--- src/rtl/relu_argmax.sv ---
// ReLU + sequential argmax readout stage: captures a vector on handshake,
// scans one element per clock and presents the winner on a valid/ready output.
module relu_argmax #(
    parameter int WIDTH = 16,
    parameter int N     = 4,
    parameter int IDX_W = (N > 1) ? $clog2(N) : 1
) (
    input  logic                    clk,
    input  logic                    rst_n,
    input  logic                    in_valid,
    output logic                    in_ready,
    input  logic signed [WIDTH-1:0] in [0:N-1],
    output logic                    out_valid,
    input  logic                    out_ready,
    output logic [IDX_W-1:0]        max_idx,
    output logic signed [WIDTH-1:0] max_val,
    output logic                    all_zero
);

    typedef enum logic [1:0] {S_IDLE, S_SCAN, S_DONE} state_t;

    state_t                  r_state, w_state_nxt;
    logic signed [WIDTH-1:0] w_relu [0:N-1];
    logic signed [WIDTH-1:0] r_buf  [0:N-1];
    logic signed [WIDTH-1:0] r_best_val;
    logic signed [WIDTH-1:0] w_cand;
    logic signed [WIDTH-1:0] w_best_nxt;
    logic [IDX_W-1:0]        r_best_idx;
    logic [IDX_W-1:0]        r_cnt;
    logic                    r_all_zero;
    logic                    w_accept;
    logic                    w_take;
    logic                    w_last;

    always_comb begin
        for (int i = 0; i < N; i++)
            w_relu[i] = in[i][WIDTH-1] ? '0 : in[i];
    end

    assign w_accept   = in_valid && in_ready;
    assign w_cand     = r_buf[r_cnt];
    // Strict compare keeps the lowest index on ties.
    assign w_take     = w_cand > r_best_val;
    assign w_best_nxt = w_take ? w_cand : r_best_val;
    assign w_last     = (r_cnt == IDX_W'(N - 1));

    always_ff @(posedge clk) begin
        if (!rst_n) r_state <= S_IDLE;
        else        r_state <= w_state_nxt;
    end

    always_comb begin
        w_state_nxt = r_state;
        case (r_state)
            S_IDLE:  if (in_valid) w_state_nxt = (N > 1) ? S_SCAN : S_DONE;
            S_SCAN:  if (w_last)   w_state_nxt = S_DONE;
            S_DONE:  if (out_ready) w_state_nxt = S_IDLE;
            default: w_state_nxt = S_IDLE;
        endcase
    end

    always_comb begin
        in_ready  = (r_state == S_IDLE) && rst_n;
        out_valid = (r_state == S_DONE);
    end

    always_ff @(posedge clk) begin
        if (w_accept) begin
            for (int i = 0; i < N; i++)
                r_buf[i] <= w_relu[i];
        end
    end

    // All ReLU'd values are >= 0 and best only grows, so a zero best at the
    // end of the scan means the whole vector was zero.
    always_ff @(posedge clk) begin
        if (!rst_n) begin
            r_best_val <= '0;
            r_best_idx <= '0;
            r_cnt      <= '0;
            r_all_zero <= 1'b0;
        end else if (w_accept) begin
            r_best_val <= w_relu[0];
            r_best_idx <= '0;
            r_cnt      <= IDX_W'(1);
            r_all_zero <= (w_relu[0] == '0);
        end else if (r_state == S_SCAN) begin
            r_best_val <= w_best_nxt;
            if (w_take) r_best_idx <= r_cnt;
            r_cnt      <= r_cnt + IDX_W'(1);
            if (w_last) r_all_zero <= (w_best_nxt == '0);
        end
    end

    assign max_idx  = r_best_idx;
    assign max_val  = r_best_val;
    assign all_zero = r_all_zero;

endmodule

--- config.mk ---
export PLATFORM = sky130hd
export DESIGN_NAME = relu_argmax
export DESIGN_NICKNAME = d
export VERILOG_FILES = /design/src/rtl/relu_argmax.sv
export SDC_FILE = /design/constraint.sdc
export NUM_CORES = 1
export LEC_CHECK = 0
export CAP_MARGIN = 15
export CELL_PAD_IN_SITES_DETAIL_PLACEMENT = 1
export CELL_PAD_IN_SITES_GLOBAL_PLACEMENT = 1
export CORE_UTILIZATION = 40
export CTS_BUF_LIST = sky130_fd_sc_hd__clkbuf_8 sky130_fd_sc_hd__clkbuf_16
export DETAILED_ROUTE_END_ITERATION = 10
export PLACE_DENSITY = 0.79
export REMOVE_ABC_BUFFERS = 1
export SLEW_MARGIN = 0
export SYNTH_ARGS = -nofsm -noshare
export SYNTH_HDL_FRONTEND = slang
export SYNTH_SLANG_ARGS = --single-unit
--- constraint.sdc ---
create_clock -name clk -period 3.8 [get_ports clk]
set_clock_uncertainty 0.1 [all_clocks]
set_input_delay 0.57 -clock clk [delete_from_list [all_inputs] [get_ports clk]]
set_output_delay 0.57 -clock clk [all_outputs]
set_load 0.1 [all_outputs]
Yosys cells after proc, flatten, opt, wreduce, memory -nomap -nowiden
Memories as Yosys holds them, arrays and structs flattened. Cells that the tools add are included.

Memories: 1. Bits in registers: 23. Bits in writable memories: 60. Bits of input ports: 68.

Multiplexer cells: 18. Magnitude comparators: 1. Reduce and logical (&&, ||, !) cells: 11. $add $sub $neg: 1. Bitwise operators: 1. Eq/ne operators: 6.

Memories: r_buf (depth 4, bits a word 15, rd ports 1, clocked after memory_dff 0, write ports 4, RTL line 24) `logic signed [WIDTH-1:0] r_buf [0:N-1];`.

Operator list (count): 15-bit two-way mux (4); 16-bit two-way mux (3); 16-bit zero test (2); 16-bit > comparator (1); 1-bit two-way mux (7); 2-bit two-way mux (3); 2-bit one-hot mux with 3 select lines (1); 2-bit == test (second input constant) (2); 2-bit != test (second input constant) (2); 2-bit AND reduction (2); 2-bit nonzero test (2); 3-bit AND reduction (1); 2-bit by 1-bit adder with 2-bit output (second input constant) (1); 2-bit by 1-bit == test with 1-bit output (second input constant) (1); 1-bit logical AND (2); 2-bit zero test (1); 2-bit by 1-bit != test with 1-bit output (second input constant) (1); 2-bit OR reduction (1); 1-bit inverter (1).

Longest topological paths before layout
An unclocked memory read counts as a cell.

Word-level depth: 7. Mapped depth: 12. Depth with buffers taken out: 9.

Least setup slack after synthesis
OpenSTA, ideal clock, no wires.

Path type: register to register. Start point: register r_best_val[14] (netlist: max_val[14]). End point: register r_best_val[0] (netlist: max_val[0]). Arrival: 2.708 ns. Buffers on the path: 2. Clock period less this slack: 2.933 ns. Path slack: 0.867 ns. Stages on the path, launching flop included: 10. Cells stage by stage: dfxtp_1 -> inv_1 -> ha_1 -> nand4b_1 -> nor3_1 -> o211ai_1 -> nand3_2 -> buf_2 -> buf_2 -> a31oi_1.

Word-level cells in the longest chain between the ends: 4.

Ends and longest elaborated chain: from (decl) (RTL line 25) `logic signed [WIDTH-1:0] r_best_val;`; from (signal assigned) (RTL line 83) `r_best_val <= w_relu[0];`; from (signal assigned) (RTL line 88) `r_best_val <= w_best_nxt;`; 16-bit > comparator (RTL line 43) `assign w_take = w_cand > r_best_val;`; 16-bit two-way mux (RTL line 44) `assign w_best_nxt = w_take ? w_cand : r_best_val;`; 16-bit two-way mux (RTL line 87) `end else if (r_state == S_SCAN) begin`; 16-bit two-way mux (RTL line 82) `end else if (w_accept) begin`.

No other way between the ends. The select of a mux whose other input is x is not followed. A chain may end at the register's enable or synchronous reset.

Worst setup path in the final report
Start point: register r_cnt[0]. End point: register r_best_val[12] (netlist: max_val[12]).

Word-level cells in the longest chain between the ends: 5.

Ends and longest elaborated chain: from (decl) (RTL line 29) `logic [IDX_W-1:0] r_cnt;`; from (signal assigned) (RTL line 90) `r_cnt <= r_cnt + IDX_W'(1);`; memory read 4 x 15 bit *; 16-bit > comparator (RTL line 43); 16-bit two-way mux * (RTL line 44); 16-bit two-way mux * (RTL line 87); 16-bit two-way mux * (RTL line 82).

Mark *: on every way between the ends. The rest lies on a longest branch, timed or not. The select of a mux whose other input is x is not followed.

==> reports/metrics.yaml <==
yosysTopAreaCell: "edfxtp_1"
cp_common_cell: "buf_4"
routed_wl_mm: 11.8
cts-root-buf: "clkbuf_8"
pwr-share-clk_pct: 21.5
ys.warnings.count: 0
drc: 0
cp.arrival_ns: 3.68
sw_frac_of_total_pct: 43.2
synth_area_per_cell_um2: 11.9
hold_start: "max_val[15]"
drtPass1Iterations: 5
intPower_mw: 1.93
tns_ns: 0
synthDistinctLibCells: 41
rows: 37
use_met1_pct: 28.3
fin_nets: 534
htreeDepth: 3
path_max_fanout: 28
dieArea_um2: 11100
power_mw: 3.40
whs_path_depth: 2
ios: 89
cts_buffers: 9
power.density_nw_per_um2: 613
combPwrFrac_pct: 43.3
top_usage_layer: "met2"
hold_violations: 0
worst-setup-path-type: "reg2reg"
synthTopCellsByArea: "edfxtp_1 42%, dfxtp_1 11%, nor2b_1 9.1%"
port_buffers: 88
crit_chain: "buf_4, mux4_1, ha_1, nand2_1, nor3_1, o211ai_1, nand3_4, buf_4, o21ai_0, a31oi_1"
vdd_drop_max_v: 0.000581
syn2layout_area_growth_pct: 30.2
critPathCaptureType: "register"
r2r_cells: 10
die_w_um: 105
dpl_cell_area_um2: 5320
holdBufCountCts: 0
grt_max_degree: 37
viasPerCell: 5.61
cts_setup_buffers: 0
synthCells: 357
path_delay_family: "simple AND/OR/NAND/NOR gates"
period_share_pct: 91.8
grt_pass1_wl_mm: 18.4
gp_congestion: 0.887
hpwl_mm: 8.56
grtUsageMet2_pct: 38.3
mostFrequentLayoutCells: "87 x clkdlybuf4s50_1, 62 x nor2b_1, 60 x edfxtp_1, 28 x nand2_1, 23 x dfxtp_1"
cts_tree: "done"
switchingPower_mw: 1.47
cts_resized: 0
clk_latency_ns: 0.36
wl_per_cell_um: 20.0
layout_commonest_cell: "clkdlybuf4s50_1"
synth-seq-cells: 83
hp-class: "reg2reg"
hold_slack_ns: 0.397
grt.overflow.total: 0
startpoint_type: "register"
num_vias: 3313
sequentialPowerShare_pct: 35.3
syn_area_um2: 4260
grt_setup_unrepaired: "no"
tightest_slew_ns: 1.00
p_leak_nw: 1.94
slew_headroom_pct: 33.1
diodes: 0
initial_core_util_pct: 41.3
grt_usage_pct: 22.2
die_h_um: 105
drt_iter0_drc: 139
slew_viol_final: 0
met3_usage_pct: 3.93
antenna_left: 0
min_period_ns: 3.49
path_buf_inv: 2
slowest_delay_ns: 0.64
ys_seq_area_share_pct: 53.1
fmax_mhz: 287
status: "finished, final reports clean"
drv_cap: 0
reg2reg_to: "max_val[12]"
numClockSinks: 83
stdcell_area_um2: 5550
fin_util_pct: 53.8
clk_pin_slew_ns: 0.09
layout-drive-gt1-share_pct: 9.45
clock_path_buffers: 2
crit_slowest_cell: "mux4_1"
synth_top_area_share_pct: 42.3
rrSetupSlack_ns: 0.31
antenna_found_initial: 0
timing.rr.start: "r_cnt[0]"
setup_viol: 0
crit_required_ns: 3.99
min_to: "max_val[15]"
core_um2: 10300
grt_pass1_vias: 3417
metal layers:
metal,share of wire [%],wire length [um]
met1,42,4980
met5,0,0
met4,1.1,131
met2,52,6180
met3,4.4,517
worst register-to-register path, cell delays in order, from the launching register on:
cell      delay [ns]
dfxtp_1         0.49
buf_4           0.28
mux4_1          0.64
ha_1            0.31
nand2_1         0.06
nor3_1          0.45
o211ai_1        0.26
nand3_4         0.30
buf_4           0.23
o21ai_0         0.12
a31oi_1         0.18
Yosys cell counts (all sizes together):
library cell	number
a211o	2
a211oi	5
a21boi	3
a21o	1
a21oi	8
a22o	11
a22oi	11
a31oi	12
a32o	4
a32oi	1
a41o	2
a41oi	1
and2	1
and4	1
buf	10
clkbuf	9
dfxtp	23
edfxtp	60
ha	16
inv	17
mux4	15
nand2	28
nand3	8
nand3b	1
nand4	1
nand4b	1
nor2	5
nor2b	62
nor3	6
nor4	8
o211a	2
o211ai	1
o21a	4
o21ai	15
or3	1
or4	1
kinds of logic after synthesis:
kind of cell    after synthesis  share of synthesized area (%)
fa+ha+maj                    16                           4.70
mux                          15                           8.37
flops                        83                           53.1
compound gates               83                           13.8
buf+inv                      36                           3.73
simple gates                124                           16.3
registers in the layout (all words and copies together), names as in the netlist:
register / count
all_zero: 1
r_state: 2
max_val: 16
r_buf: 60
max_idx: 2
r_cnt: 2
through the flow:
step	setup WS, ns	std cells
floorplan	0.113	338
global placement	0.442	575
detailed placement	0.247	575
CTS	0.204	591
global route	0.0830	591
finish	0.313	591
worst max-delay path by stage:
| stage | from | endpoint | slack [ns] | cells after the start |
|---|---|---|---|---|
| 2_1_floorplan | r_cnt[0] | max_val[3] | 0.11 | 7 |
| 3_3_place_gp | r_cnt[0] | max_val[12] | 0.44 | 10 |
| 3_5_place_dp | r_cnt[0] | max_val[11] | 0.25 | 10 |
| 4_1_cts | r_cnt[0] | max_val[12] | 0.20 | 10 |
| 5_1_grt | r_cnt[0] | max_val[13] | 0.08 | 10 |
| 6_report | r_cnt[0] | max_val[12] | 0.31 | 10 |
cell type report:
cell class | count | area, um2
fillers | 1100 | 4770
clock buffers | 9 | 124
clock inverters | 7 | 100
inverters | 17 | 63.8
flip-flops and latches | 83 | 2260
well taps | 136 | 170
repair buffers | 101 | 976
multi-input cells | 238 | 1850
power by group through the flow:
stage / combinational [mW] / clock, mW / sequential, mW
3_3_place_gp: 1.41 / 0 / 1.21
5_1_grt: 1.56 / 0.779 / 1.22
6_report: 1.47 / 0.731 / 1.20
2_1_floorplan: 0.514 / 0 / 1.69
4_1_cts: 1.46 / 0.745 / 1.20
3_5_place_dp: 1.45 / 0 / 1.21
No activity file was read; power rests on OpenSTA's default activity.
